## src/rtl/cmplx_twiddle_seq_if.sv

```systemverilog
// Bundle of the upstream, multiplier and downstream handshakes of the twiddle sequencer.
// slave is the sequencer side; master is the environment side (buffer, multiplier, butterfly).
interface cmplx_twiddle_seq_if #(
    parameter int unsigned N = 16
);
    logic           in_valid;
    logic           in_ready;
    logic           conj;
    logic [N-1:0]   xr;
    logic [N-1:0]   xi;
    logic [N-1:0]   wr;
    logic [N-1:0]   wi;
    logic           mul_ld;
    logic [N-1:0]   mul_m;
    logic [N-1:0]   mul_r;
    logic           mul_valid;
    logic [2*N-1:0] mul_p;
    logic           out_valid;
    logic           out_ready;
    logic [N-1:0]   yr;
    logic [N-1:0]   yi;

    modport slave (
        input  in_valid, conj, xr, xi, wr, wi, mul_valid, mul_p, out_ready,
        output in_ready, mul_ld, mul_m, mul_r, out_valid, yr, yi
    );

    modport master (
        output in_valid, conj, xr, xi, wr, wi, mul_valid, mul_p, out_ready,
        input  in_ready, mul_ld, mul_m, mul_r, out_valid, yr, yi
    );
endinterface

```

## src/rtl/cmplx_twiddle_seq.sv

```systemverilog
// Complex twiddle multiply Y = X*W (or X*conj(W)) built from four serial real products
// on an external Booth multiplier, with round-half-up and saturation to Q1.(N-1).
module cmplx_twiddle_seq #(
    parameter int unsigned N  = 16,
    parameter int unsigned AW = 2*N+2
) (
    input logic                clk,
    input logic                rst,
    cmplx_twiddle_seq_if.slave bus
);

    localparam int unsigned PW = 2*N;

    localparam logic [1:0] S_IDLE  = 2'd0;
    localparam logic [1:0] S_ISSUE = 2'd1;
    localparam logic [1:0] S_WAIT  = 2'd2;
    localparam logic [1:0] S_OUT   = 2'd3;

    localparam logic signed [AW-1:0] RND     = {{(AW-N+1){1'b0}}, 1'b1, {(N-2){1'b0}}};
    localparam logic signed [AW-1:0] SAT_MAX = {{(AW-N+1){1'b0}}, {(N-1){1'b1}}};
    localparam logic signed [AW-1:0] SAT_MIN = {{(AW-N+1){1'b1}}, {(N-1){1'b0}}};

    logic [1:0]           state_q, state_d;
    logic [1:0]           k_q, k_d;
    logic                 conj_q, conj_d;
    logic [N-1:0]         xr_q, xr_d, xi_q, xi_d, wr_q, wr_d, wi_q, wi_d;
    logic signed [AW-1:0] acc_r_q, acc_r_d, acc_i_q, acc_i_d;
    logic                 in_ready_q, in_ready_d;
    logic                 mul_ld_q, mul_ld_d;
    logic [N-1:0]         mul_m_q, mul_m_d, mul_r_q, mul_r_d;
    logic                 out_valid_q, out_valid_d;
    logic [N-1:0]         yr_q, yr_d, yi_q, yi_d;
    logic signed [AW-1:0] p_ext;

    // Q2.(2N-2) sum -> Q1.(N-1): add half an LSB, drop N-1 bits, clamp to N-bit range.
    function automatic logic [N-1:0] round_sat(input logic signed [AW-1:0] a);
        logic signed [AW-1:0] t;
        t = (a + RND) >>> (N-1);
        if (t > SAT_MAX) begin
            round_sat = SAT_MAX[N-1:0];
        end else if (t < SAT_MIN) begin
            round_sat = SAT_MIN[N-1:0];
        end else begin
            round_sat = t[N-1:0];
        end
    endfunction

    always_comb begin
        state_d = state_q;
        k_d     = k_q;
        conj_d  = conj_q;
        xr_d    = xr_q;
        xi_d    = xi_q;
        wr_d    = wr_q;
        wi_d    = wi_q;
        acc_r_d = acc_r_q;
        acc_i_d = acc_i_q;
        mul_m_d = mul_m_q;
        mul_r_d = mul_r_q;
        yr_d    = yr_q;
        yi_d    = yi_q;
        p_ext   = {{(AW-PW){bus.mul_p[PW-1]}}, bus.mul_p};

        case (state_q)
            S_IDLE: begin
                if (bus.in_valid && in_ready_q) begin
                    xr_d    = bus.xr;
                    xi_d    = bus.xi;
                    wr_d    = bus.wr;
                    wi_d    = bus.wi;
                    conj_d  = bus.conj;
                    acc_r_d = '0;
                    acc_i_d = '0;
                    k_d     = 2'd0;
                    state_d = S_ISSUE;
                end
            end
            S_ISSUE: state_d = S_WAIT;
            S_WAIT: begin
                if (bus.mul_valid) begin
                    // Conjugation only flips the sign of the Wi terms at accumulate time.
                    case (k_q)
                        2'd0:    acc_r_d = acc_r_q + p_ext;
                        2'd1:    acc_r_d = conj_q ? acc_r_q + p_ext : acc_r_q - p_ext;
                        2'd2:    acc_i_d = conj_q ? acc_i_q - p_ext : acc_i_q + p_ext;
                        default: acc_i_d = acc_i_q + p_ext;
                    endcase
                    if (k_q == 2'd3) begin
                        yr_d    = round_sat(acc_r_d);
                        yi_d    = round_sat(acc_i_d);
                        state_d = S_OUT;
                    end else begin
                        k_d     = k_q + 2'd1;
                        state_d = S_ISSUE;
                    end
                end
            end
            default: begin
                if (bus.out_ready) begin
                    state_d = S_IDLE;
                end
            end
        endcase

        // Operand pair for the product about to be issued; held until the next issue.
        if (state_d == S_ISSUE) begin
            case (k_d)
                2'd0:    begin mul_m_d = xr_d; mul_r_d = wr_d; end
                2'd1:    begin mul_m_d = xi_d; mul_r_d = wi_d; end
                2'd2:    begin mul_m_d = xr_d; mul_r_d = wi_d; end
                default: begin mul_m_d = xi_d; mul_r_d = wr_d; end
            endcase
        end

        in_ready_d  = (state_d == S_IDLE);
        mul_ld_d    = (state_d == S_ISSUE);
        out_valid_d = (state_d == S_OUT);
    end

    always_ff @(posedge clk or posedge rst) begin
        if (rst) begin
            state_q     <= S_IDLE;
            k_q         <= '0;
            conj_q      <= 1'b0;
            xr_q        <= '0;
            xi_q        <= '0;
            wr_q        <= '0;
            wi_q        <= '0;
            acc_r_q     <= '0;
            acc_i_q     <= '0;
            in_ready_q  <= 1'b0;
            mul_ld_q    <= 1'b0;
            mul_m_q     <= '0;
            mul_r_q     <= '0;
            out_valid_q <= 1'b0;
            yr_q        <= '0;
            yi_q        <= '0;
        end else begin
            state_q     <= state_d;
            k_q         <= k_d;
            conj_q      <= conj_d;
            xr_q        <= xr_d;
            xi_q        <= xi_d;
            wr_q        <= wr_d;
            wi_q        <= wi_d;
            acc_r_q     <= acc_r_d;
            acc_i_q     <= acc_i_d;
            in_ready_q  <= in_ready_d;
            mul_ld_q    <= mul_ld_d;
            mul_m_q     <= mul_m_d;
            mul_r_q     <= mul_r_d;
            out_valid_q <= out_valid_d;
            yr_q        <= yr_d;
            yi_q        <= yi_d;
        end
    end

    assign bus.in_ready  = in_ready_q;
    assign bus.mul_ld    = mul_ld_q;
    assign bus.mul_m     = mul_m_q;
    assign bus.mul_r     = mul_r_q;
    assign bus.out_valid = out_valid_q;
    assign bus.yr        = yr_q;
    assign bus.yi        = yi_q;

endmodule

```

## src/flat_wrapper.sv

```systemverilog
// flat-port wrapper written by rule: the top's interface ports become plain ports
module cmplx_twiddle_seq_flat 
#(
    parameter int unsigned N  = 16,
    parameter int unsigned AW = 2*N+2
)
  (clk, rst, bus_in_valid, bus_conj, bus_xr, bus_xi, bus_wr, bus_wi, bus_mul_valid, bus_mul_p, bus_out_ready, bus_in_ready, bus_mul_ld, bus_mul_m, bus_mul_r, bus_out_valid, bus_yr, bus_yi);
  cmplx_twiddle_seq_if #(.N(N)) bus_i ();
  input logic clk;
  input logic rst;
  input wire logic [$bits(bus_i.in_valid)-1:0] bus_in_valid;
  input wire logic [$bits(bus_i.conj)-1:0] bus_conj;
  input wire logic [$bits(bus_i.xr)-1:0] bus_xr;
  input wire logic [$bits(bus_i.xi)-1:0] bus_xi;
  input wire logic [$bits(bus_i.wr)-1:0] bus_wr;
  input wire logic [$bits(bus_i.wi)-1:0] bus_wi;
  input wire logic [$bits(bus_i.mul_valid)-1:0] bus_mul_valid;
  input wire logic [$bits(bus_i.mul_p)-1:0] bus_mul_p;
  input wire logic [$bits(bus_i.out_ready)-1:0] bus_out_ready;
  output wire logic [$bits(bus_i.in_ready)-1:0] bus_in_ready;
  output wire logic [$bits(bus_i.mul_ld)-1:0] bus_mul_ld;
  output wire logic [$bits(bus_i.mul_m)-1:0] bus_mul_m;
  output wire logic [$bits(bus_i.mul_r)-1:0] bus_mul_r;
  output wire logic [$bits(bus_i.out_valid)-1:0] bus_out_valid;
  output wire logic [$bits(bus_i.yr)-1:0] bus_yr;
  output wire logic [$bits(bus_i.yi)-1:0] bus_yi;
  assign bus_i.in_valid = bus_in_valid;
  assign bus_i.conj = bus_conj;
  assign bus_i.xr = bus_xr;
  assign bus_i.xi = bus_xi;
  assign bus_i.wr = bus_wr;
  assign bus_i.wi = bus_wi;
  assign bus_i.mul_valid = bus_mul_valid;
  assign bus_i.mul_p = bus_mul_p;
  assign bus_i.out_ready = bus_out_ready;
  assign bus_in_ready = bus_i.in_ready;
  assign bus_mul_ld = bus_i.mul_ld;
  assign bus_mul_m = bus_i.mul_m;
  assign bus_mul_r = bus_i.mul_r;
  assign bus_out_valid = bus_i.out_valid;
  assign bus_yr = bus_i.yr;
  assign bus_yi = bus_i.yi;
  cmplx_twiddle_seq #(.N(N), .AW(AW)) u_core (.clk(clk), .rst(rst), .bus(bus_i));
endmodule
```

## config.mk

```make
export PLATFORM = sky130hd
export DESIGN_NAME = cmplx_twiddle_seq_flat
export DESIGN_NICKNAME = d
export VERILOG_FILES = /design/src/rtl/cmplx_twiddle_seq_if.sv /design/src/rtl/cmplx_twiddle_seq.sv /design/src/flat_wrapper.sv
export SDC_FILE = /design/constraint.sdc
export NUM_CORES = 1
export LEC_CHECK = 0
export CELL_PAD_IN_SITES_DETAIL_PLACEMENT = 0
export CELL_PAD_IN_SITES_GLOBAL_PLACEMENT = 2
export CORE_ASPECT_RATIO = 0.8
export CORE_MARGIN = 2
export CORE_UTILIZATION = 35
export CTS_CLUSTER_DIAMETER = 200
export DETAILED_ROUTE_END_ITERATION = 12
export MAX_ROUTING_LAYER = met4
export PLACE_DENSITY = 0.88
export RECOVER_POWER = 100
export SYNTH_ARGS = -nofsm -noshare
export SYNTH_HDL_FRONTEND = slang
export SYNTH_SLANG_ARGS = --single-unit
```

## constraint.sdc

```tcl
create_clock -name clk -period 7.81 [get_ports clk]
set_input_delay 1.562 -clock clk [delete_from_list [all_inputs] [get_ports clk]]
set_output_delay 1.562 -clock clk [all_outputs]
set_load 0.01 [all_outputs]
```

Word-level counts from Yosys, hierarchy flattened
Index checks and enable logic that the tools add are counted.
{ "op_classes": {"n_addsub": 7, "order_cmp": 4, "n_eq_ne": 11, "muxes": 36, "reduce_logical": 12} }
{ "ops": {"columns": ["operator", "n"], "rows": [
  ["$mux 34", 9],
  ["$pmux 34 s2", 4],
  ["$mux 16", 14],
  ["$add 34x16->34 const B", 2],
  ["$add 34x32->34", 2],
  ["$sub 34x32->34", 2],
  ["$gt 19x16->1 const B", 2],
  ["$lt 19x16->1 const B", 2],
  ["$mux 2", 7],
  ["$eq 2x2->1 const B", 5],
  ["$eq 2x1->1 const B", 4],
  ["$logic_not 2->1", 4],
  ["$pmux 2 s3", 1],
  ["$reduce_and 3->1", 2],
  ["$reduce_or 2->1", 3],
  ["$pmux 2 s2", 1],
  ["$add 2x1->2 const B", 1],
  ["$ne 2x1->1 const B", 1],
  ["$ne 2x2->1 const B", 1],
  ["$reduce_and 2->1", 1],
  ["$reduce_bool 2->1", 1],
  ["$logic_and 1x1->1", 1]
]} }
{ "totals": {"register_bits": 204, "input_bits": 102, "out_inout_bits": 67, "word_cells": 86} }

Longest topological paths before layout
Gate-level depths: netlist of run 1.
{ "logic_depth": {"word_depth": 9, "ltp_mapped": 20, "depth_no_buf": 19} }

Worst setup path after synthesis of run 1
OpenSTA, ideal clock, no wires.
{ "synth_timing": {"path_type": "input-to-reg", "startpoint": "input port bus_mul_p[1]", "endpoint": "register u_core.yi_q[0] (netlist: u_core.bus.yi[0])", "arrival_ns": 5.747, "t_required_ns": 7.686, "slack_ns": 1.939, "stages": 16, "path_buffers": 1, "cell_sequence": "inv_1 > fa_1 > o21ba_2 > or4_4 > and3_1 > a211o_1 > a211oi_2 > nor4_1 > or4b_1 > nor3_2 > nand4bb_2 > nor4_4 > xor2_2 > o31ai_2 > buf_2 > o21ai_1"} }
{ "synth_between": {"elab_chain_cells": 9, "elab_cells_between_ends": 11} }
{ "synth_lines": {"columns": ["item", "line", "source"], "rows": [
  ["start, declared", "flat_wrapper.sv:18", "input wire logic [$bits(bus_i.mul_p)-1:0] bus_mul_p;"],
  ["$add 34x32->34 or $sub 34x32->34 (tied branches)", "cmplx_twiddle_seq.sv:85, cmplx_twiddle_seq.sv:86", null],
  ["$mux 34", "cmplx_twiddle_seq.sv:85", "2'd2: acc_i_d = conj_q ? acc_i_q - p_ext : acc_i_q + p_ext;"],
  ["$pmux 34 s2 *", "cmplx_twiddle_seq.sv:82", "case (k_q)"],
  ["$mux 34 *", "cmplx_twiddle_seq.sv:80", "if (bus.mul_valid) begin"],
  ["$mux 34 *", "cmplx_twiddle_seq.sv:64", "case (state_q)"],
  ["$add 34x16->34 *", "cmplx_twiddle_seq.sv:38", "t = (a + RND) >>> (N-1);"],
  ["$lt 19x16->1", "cmplx_twiddle_seq.sv:41", "end else if (t < SAT_MIN) begin"],
  ["$mux 16", "cmplx_twiddle_seq.sv:41", null],
  ["$mux 16 *", "cmplx_twiddle_seq.sv:39", "if (t > SAT_MAX) begin"],
  ["end signal, assigned", "cmplx_twiddle_seq.sv:154", "yi_q <= yi_d;"],
  ["end, declared", "cmplx_twiddle_seq.sv:32", "logic [N-1:0] yr_q, yr_d, yi_q, yi_d;"]
]} }
Mark *: on every way between the ends. The rest lies on a longest branch, timed or not. The select of a mux whose other input is x is not followed.
A chain may end at the register's enable or synchronous reset.

Worst setup path after layout of run 1
{ "layout_timing": {"startpoint": "input port bus_mul_p[4]", "endpoint": "register u_core.yr_q[5] (netlist: u_core.bus.yr[5])"} }
{ "layout_between": {"elab_chain_cells": 9, "elab_cells_between_ends": 11} }
{ "layout_lines": {"columns": ["item", "line", "source"], "rows": [
  ["$sub 34x32->34 or $add 34x32->34 (tied branches)", "cmplx_twiddle_seq.sv:84, cmplx_twiddle_seq.sv:83", null],
  ["$mux 34", "cmplx_twiddle_seq.sv:84", "2'd1: acc_r_d = conj_q ? acc_r_q + p_ext : acc_r_q - p_ext;"],
  ["$pmux 34 s2 *", "cmplx_twiddle_seq.sv:82", null],
  ["$mux 34 *", "cmplx_twiddle_seq.sv:80", null],
  ["$mux 34 *", "cmplx_twiddle_seq.sv:64", null],
  ["$add 34x16->34 *", "cmplx_twiddle_seq.sv:38", null],
  ["$lt 19x16->1", "cmplx_twiddle_seq.sv:41", null],
  ["$mux 16", "cmplx_twiddle_seq.sv:41", null],
  ["$mux 16 *", "cmplx_twiddle_seq.sv:39", null],
  ["end signal, assigned", "cmplx_twiddle_seq.sv:153", "yr_q <= yr_d;"],
  ["end, declared", "cmplx_twiddle_seq.sv:32", null]
]} }
Marked as above.

==> results of run 1 <==
-- placed cells by master, fill, tap and decap left out, types with 8 or more instances in the layout --
cell type,n
o21a_1,14
a22o_1,13
nor4_1,29
a2111oi_0,8
nand3_1,80
and2_1,8
o31a_1,9
nor3_1,62
xor2_1,12
o22a_1,15
o21bai_1,18
xnor2_1,53
a31oi_1,39
mux2i_1,16
o21ai_1,12
dlygate4sd3_1,73
o31ai_1,77
nand2_1,371
clkbuf_16,26
nand2b_1,24
or4_1,18
or3_1,18
clkbuf_1,9
buf_4,25
nor2b_1,28
nand4_1,27
a211oi_1,23
o22ai_1,8
o211ai_1,26
clkdlybuf4s50_1,95
a21o_1,28
and3_1,10
nor2_1,188
a211o_1,10
ha_1,136
a21oi_1,187
a221oi_1,13
inv_1,114
dfrtp_1,203
o21ai_0,134
-- final timing paths --
check / end / slack [ns] / cells past startpoint
worst max-delay path: u_core.bus.yr[5] / 0.67 / 16
worst min-delay path: u_core.wr_q[13] / 0.47 / 2
worst max register to register: u_core.bus.yi[11] / 2.09 / 17
worst min register to register: u_core.wr_q[13] / 0.47 / 2
max in group asynchronous: u_core.acc_r_q[2] / 1.97 / 3
min in group asynchronous: u_core.wi_q[10] / 2.71 / 2
-- cell type report --
class	instances	area [um^2]	share of cell area
Antenna cell	2	5.00	0.000241
Clock buffer	37	762	0.0366
Clock inverter	10	126	0.00607
Inverter	118	444	0.0213
Multi-Input combinational cell	1850	11600	0.558
Sequential cell	204	5110	0.245
Tap cell	675	845	0.0406
Timing Repair Buffer	201	1900	0.0915
-- critical path: stages --
cell	delay (ns)
dlygate4sd3_1	0.71
inv_1	0.21
ha_1	0.52
nor2_1	0.11
a2111oi_0	0.53
and4bb_1	0.27
nor3_1	0.50
mux2i_1	0.37
nor3_1	0.19
or3b_1	0.45
or3_1	0.31
or4_1	0.45
nor4_1	0.35
xnor2_1	0.26
o31ai_4	0.58
o22a_1	0.24
-- through the flow --
step	total power [mW]	hold slack [ns]	instances
2_1_floorplan	5.60	0.441	2312
3_3_place_gp	7.42	0.454	3048
3_5_place_dp	7.43	0.459	3048
4_1_cts	8.75	0.473	3095
5_1_grt	9.42	0.484	3096
6_report	8.75	0.472	3097
-- state kept, by name, summed over array words and instances, names as in the netlist --
| name | cells |
|---|---|
| u_core.xi_q | 16 |
| u_core.acc_i_q | 34 |
| u_core.state_q | 2 |
| u_core.wi_q | 16 |
| u_core.k_q | 2 |
| u_core.bus.yr | 16 |
| u_core.acc_r_q | 34 |
| u_core.conj_q | 1 |
| u_core.bus.in_ready | 1 |
| u_core.bus.mul_ld | 1 |
| u_core.xr_q | 16 |
| u_core.bus.out_valid | 1 |
| u_core.bus.yi | 16 |
| u_core.bus.mul_r | 16 |
| u_core.bus.mul_m | 16 |
| u_core.wr_q | 16 |
-- power by group through the flow --
stage / sequential [mW] / combinational [mW] / clock, mW
after floorplan: 1.80 / 3.80 / 0
after global placement: 1.85 / 5.57 / 0
after detailed placement: 1.86 / 5.57 / 0
after CTS: 1.85 / 5.61 / 1.30
after global routing: 1.91 / 6.18 / 1.34
final: 1.85 / 5.63 / 1.26
-- kinds of logic (layout without fill, tap and decap cells) --
family                   after synthesis  in the layout  share of synthesized area
AND/OR/NAND/NOR                      906            906                      0.239
AO/OA/AOI/OAI                        719            719                      0.272
buffers and inverters                258            366                     0.0573
flip-flops                           204            204                      0.288
adder cells (fa/ha/maj)              140            140                      0.100
XOR/XNOR                              66             66                     0.0330
multiplexers                          19             19                     0.0109
other                                  0              2                          0
-- routing by layer --
layer / routed length, um / vias to the layer above
met4: 1450 / 0
met2: 28200 / 716
li1: - / 8547
met5: 0 / -
met3: 6110 / 79
met1: 32800 / 8838
==> results.sh, run 1 <==
export IMPL_post_cts_resized=0
export IMPL_cap_violations=7
export IMPL_p_sw_frac=0.513
export IMPL_required_ns=8.30
export IMPL_seqPwrFrac=0.212
export IMPL_fin_worst_skew_ns=0.0312
export IMPL_rows=73
export IMPL_pwr_share_clk=0.144
export IMPL_grt_max_degree=97
export IMPL_netlist_area_um2=17800
export IMPL_hp_start="u_core.wr_q[13]"
export IMPL_cp_max_fo=14
export IMPL_p_switching_mw=4.49
export IMPL_drive_above_1_share=0.0500
export IMPL_grt_busiest_layer="met1"
export IMPL_area_growth_pct=17.2
export IMPL_drt_iter0_drc=1928
export IMPL_synth_flop_cell="dfrtp_1"
export IMPL_grt_use_met1=0.388
export IMPL_yosys_area_top_type="dfrtp_1"
export IMPL_violations="max-capacitance violations, max-slew violations"
export IMPL_cts_made_buffers=26
export IMPL_cts_sinks=204
export IMPL_clkTransAtPathRegs_ns=0.06
export IMPL_overflow=0
export IMPL_critPathLaunch="bus_mul_p[4]"
export IMPL_critical_path_class="in -> reg"
export IMPL_period_minus_slack_ns=7.14
export IMPL_start_util=0.356
export IMPL_async_flop_share=1.00
export IMPL_core_um2=49900
export IMPL_fin_crit_sh=0.914
export IMPL_fin_util=0.417
export IMPL_status="complete, but fails checks"
export IMPL_met2_usage=0.362
export IMPL_powerDensity_nw_per_um2=420
export IMPL_cts_hold_buf=0
export IMPL_rsz0062_at_grt="no"
export IMPL_slew_headroom=-1.84
export IMPL_ir_drop_mv=0.181
export IMPL_nets=2643
export IMPL_maxSlewViolCount=412
export IMPL_hpwl_um=52100
export IMPL_drt_total_wl_um=68600
export IMPL_setup_slack_ns=0.675
export IMPL_cts_root_buf="clkbuf_16"
export IMPL_stdcell_area_um2=20800
export IMPL_syn_inst=2312
export IMPL_ys_warn_count=0
export IMPL_critical_path_arrival_ns=7.62
export IMPL_synth_seq_cells=204
export IMPL_die_w_um=256
export IMPL_grt_pass1_vias=17283
export IMPL_synth_area_top_cells="dfrtp_1 (29%), ha_1 (9.6%), nand2_1 (7.8%)"
export IMPL_die_y_um=205
export IMPL_synth_edf_count=0
export IMPL_setup_viol=0
export IMPL_fin_tns_setup_ns=0
export IMPL_num_vias=18180
export IMPL_setup_worst_path_start_class="input pin"
export IMPL_grt_pass1_wl_um=106000
export IMPL_place_ws_ns=0.329
export IMPL_gp_congestion=1.01
export IMPL_cts_path_max_buffers=3
export IMPL_antenna_found_initial=1
export IMPL_cts_setup_buffers=0
export IMPL_hold_violations=0
export IMPL_worst_pin_slew_ns=4.23
export IMPL_antenna_left=0
export IMPL_power_leakage_nw=9.11
export IMPL_fmax_mhz=140
export IMPL_syn_num_nets=2554
export IMPL_vias_per_cell=5.87
export IMPL_synth_top_area_frac=0.288
export IMPL_hp_class="reg -> reg"
export IMPL_fillers=5127
export IMPL_drc=0
export IMPL_grtUsageTotal=0.263
export IMPL_yosys_cell_types_count=100
export IMPL_combPwrFrac=0.644
export IMPL_use_met3=0.0563
export IMPL_place_area_um2=20000
export IMPL_synth_commonest_cells="nand2_1 (371), dfrtp_1 (204), nor2_1 (189), a21oi_1 (187), ha_1 (136)"
export IMPL_io_pins=169
export IMPL_port_buffer_count=168
export IMPL_synth_most_common_cell="nand2_1"
export IMPL_dr_pass1_iters=6
export IMPL_wl_per_cell_um=22.2
export IMPL_h_tree_depth=1
export IMPL_avgSynthCellArea_um2=7.68
export IMPL_timing_rr_start="u_core.acc_i_q[0]"
export IMPL_insertion_delay_ns=0.58
export IMPL_cts_tree="done"
export IMPL_die_area_um2=52500
export IMPL_cp_end_kind="register"
export IMPL_p_int_mw=4.26
export IMPL_synth_seq_area_share=0.288
No activity file was read; power rests on OpenSTA's default activity.
==> inputs of run 2 (changes only) <==
==> constraint.sdc (replaced) <==
create_clock -name clk -period 7.81 [get_ports clk]
set_input_delay 1.562 -clock clk [delete_from_list [all_inputs] [get_ports clk]]
set_output_delay 1.562 -clock clk [all_outputs]
set_load 0.05 [all_outputs]
==> results of run 2 <==
Same layout as run 1 (identical final DEF). Status: complete, but fails checks: max-capacitance violations, max-slew violations.
Main changes from that run: total power 8.75 mW -> 9.20 mW; worst IR drop on VDD 0.181 mV -> 0.203 mV
==> inputs of run 3 (changes only) <==
--- a/config.mk
+++ b/config.mk
@@ -13,7 +13,7 @@
 export CTS_CLUSTER_DIAMETER = 200
 export DETAILED_ROUTE_END_ITERATION = 12
 export MAX_ROUTING_LAYER = met4
-export PLACE_DENSITY = 0.88
+export PLACE_DENSITY_LB_ADDON = 0.1
 export RECOVER_POWER = 100
 export SYNTH_ARGS = -nofsm -noshare
 export SYNTH_HDL_FRONTEND = slang
==> run 3 against run 2 <==
Against the previous run: the run still ends with max-capacitance violations, max-slew violations left; first-iteration DRC count fell by 5.8%; hold slack got worse by 0.0035 ns; worst setup slack improved by 0.033 ns; register-to-register slack got worse by 0.11 ns; wire length rose by 2.3%; via count fell by 0.91%; clock power rose by 9%; final area rose by 0.55%; clock-buffer cell count fell by 5; critical path type unchanged; critical endpoint is now u_core.bus.yr[10]; total power rose by 1.6%; sequential power barely moved; non-clock buffer count rose by 9.
==> results.sh, run 3 (synthesis results as in run 1) <==
export IMPL_status="complete, but fails checks"
export IMPL_violations="max-capacitance violations, max-slew violations"
export IMPL_reg2reg_depth=15
export IMPL_start_util=0.356
export IMPL_path_buf_inv=3
export IMPL_path_cells="dlygate4sd3_1 -> inv_1 -> ha_1 -> nor4_4 -> nand2_1 -> a2111oi_2 -> nor3_1 -> a221oi_1 -> mux2i_1 -> nand2_1 -> or3_1 -> or4_1 -> nor4_1 -> xnor2_1 -> clkbuf_2 -> o31ai_4 -> o22a_1"
export IMPL_h_tree_depth=1
export IMPL_overflow=0
export IMPL_period_minus_slack_ns=7.10
export IMPL_drt_total_wl_um=70200
export IMPL_area_growth_pct=17.9
export IMPL_rsz0062_at_grt="no"
export IMPL_crit_path_frequent_cell="nand2_1"
export IMPL_cts_path_max_buffers=3
export IMPL_r2r_end="u_core.bus.yr[10]"
export IMPL_layout_common_cells="nand2_1 (371), dfrtp_1 (203), nor2_1 (188)"
export IMPL_drt_iter0_drc=1817
export IMPL_grt_use_met1=0.404
export IMPL_fillers=5169
export IMPL_maxSlewViolCount=436
export IMPL_antenna_found_initial=0
export IMPL_num_vias=18015
export IMPL_grt_pass1_wl_um=106000
export IMPL_cts_setup_buffers=0
export IMPL_ir_drop_mv=0.240
export IMPL_clkTransAtPathRegs_ns=0.06
export IMPL_cp_top_family="simple AND/OR/NAND/NOR gates"
export IMPL_nets=2653
export IMPL_die_y_um=205
export IMPL_setup_viol=0
export IMPL_reg_largest_list="u_core.acc_i_q (34), u_core.acc_r_q (34)"
export IMPL_critical_path_arrival_ns=7.60
export IMPL_hpwl_um=53200
export IMPL_core_um2=49900
export IMPL_dr_pass1_iters=6
export IMPL_grt_busiest_layer="met1"
export IMPL_met2_usage=0.369
export IMPL_crit_path_top_delay_cell="o31ai_4"
export IMPL_cts_sinks=204
export IMPL_post_cts_resized=0
export IMPL_cts_tree="done"
export IMPL_cp_endpoint="u_core.bus.yr[10]"
export IMPL_cts_root_buf="clkbuf_16"
export IMPL_slowest_delay_ns=0.63
export IMPL_use_met3=0.0500
export IMPL_reg2reg_slack_ns=1.98
export IMPL_cap_violations=6
export IMPL_port_buffer_count=168
export IMPL_drc=0
export IMPL_setup_worst_path_start_class="input pin"
export IMPL_vias_per_cell=5.80
export IMPL_fin_crit_sh=0.909
export IMPL_hp_class="reg -> reg"
export IMPL_critical_path_class="in -> reg"
export IMPL_grtUsageTotal=0.266
export IMPL_fmax_mhz=141
export IMPL_worst_pin_slew_ns=4.36
export IMPL_cts_hold_buf=0
export IMPL_whs_ns=0.468
export IMPL_cts_made_buffers=27
export IMPL_cp_max_fo=18
export IMPL_p_total_mw=9.34
export IMPL_timing_rr_start="u_core.acc_r_q[8]"
export IMPL_grt_pass1_vias=16840
export IMPL_required_ns=8.31
export IMPL_wl_per_cell_um=22.6
export IMPL_die_w_um=256
export IMPL_hold_violations=0
export IMPL_critPathLaunch="bus_mul_p[8]"
export IMPL_cp_depth=17
export IMPL_io_pins=169
export IMPL_insertion_delay_ns=0.58
export IMPL_grt_max_degree=110
export IMPL_fin_worst_skew_ns=0.0249
export IMPL_powerDensity_nw_per_um2=447
export IMPL_multi_input_area_um2=11600
export IMPL_n_antenna_cell=0
export IMPL_fin_tns_setup_ns=0
export IMPL_seq_area_um2=5110
export IMPL_antenna_left=0
export IMPL_slew_headroom=-1.90
export IMPL_power_leakage_nw=9.19
export IMPL_drive_above_1_share=0.0539
export IMPL_rows=73
export IMPL_die_area_um2=52500
export IMPL_gp_congestion=0.958
export IMPL_mostFrequentLayoutCell="nand2_1"
export IMPL_cp_end_kind="register"
[run 3: cell types whose count changed in the layout (fill, tap and decap cells not counted), moves of 2 or more]
cell,delta
buf_4,+7
clkbuf_8,-4
bufinv_16,+3
clkinv_2,+3
inv_6,+3
o21ai_0,-3
o21ai_1,+3
diode_2,-2
[run 3: metal layers]
layer / wire, um / part of all wire
met5: 0 / 0
met3: 5660 / 0.081
met1: 35000 / 0.50
met4: 792 / 0.011
met2: 28700 / 0.41
[run 3: stage by stage]
step	setup slack, ns	instance area, um^2	instances	utilization
CTS	1.17	21000	3107	0.421
global placement	0.701	20000	3057	0.402
global route	0.336	20900	3107	0.420
finish	0.708	20900	3107	0.420
detailed placement	0.612	20000	3057	0.402
floorplan	0.681	17800	2312	-
[run 3: power by group]
group          switching (mW)  total [mW]  leakage [nW]  internal [mW]
clock                   0.539        1.37         0.469          0.831
combinational            4.10        6.11          6.10           2.02
sequential              0.344        1.86          2.62           1.51
[run 3: worst min path at each step]
stage,start,endpoint,slack [ns],depth (start not counted)
after floorplan,u_core.xr_q[0],u_core.xr_q[0],0.44,2
after global placement,u_core.xr_q[3],u_core.xr_q[3],0.46,2
after detailed placement,u_core.xr_q[7],u_core.xr_q[7],0.46,2
after CTS,u_core.xi_q[7],u_core.xi_q[7],0.47,2
after global routing,u_core.wi_q[8],u_core.wi_q[8],0.48,2
final,u_core.bus.mul_m[15],u_core.bus.mul_m[15],0.47,2
[run 3: worst reg2reg max path, delay by kind of cell, from the launching register on]
kind	cells	cell delay, ns
mux	1	0.43
simple gates	7	2.20
flops	1	0.51
xor+xnor	1	0.10
fa+ha+maj	1	0.56
compound gates	4	1.68
buf+inv	1	0.28
[run 3: cell type report]
type | count | area share
clock inverters | 18 | 0.0115
repair buffers | 210 | 0.0939
well taps | 675 | 0.0404
inverters | 118 | 0.0212
clock buffers | 32 | 0.0346
multi-input cells | 1850 | 0.554
flip-flops and latches | 204 | 0.244
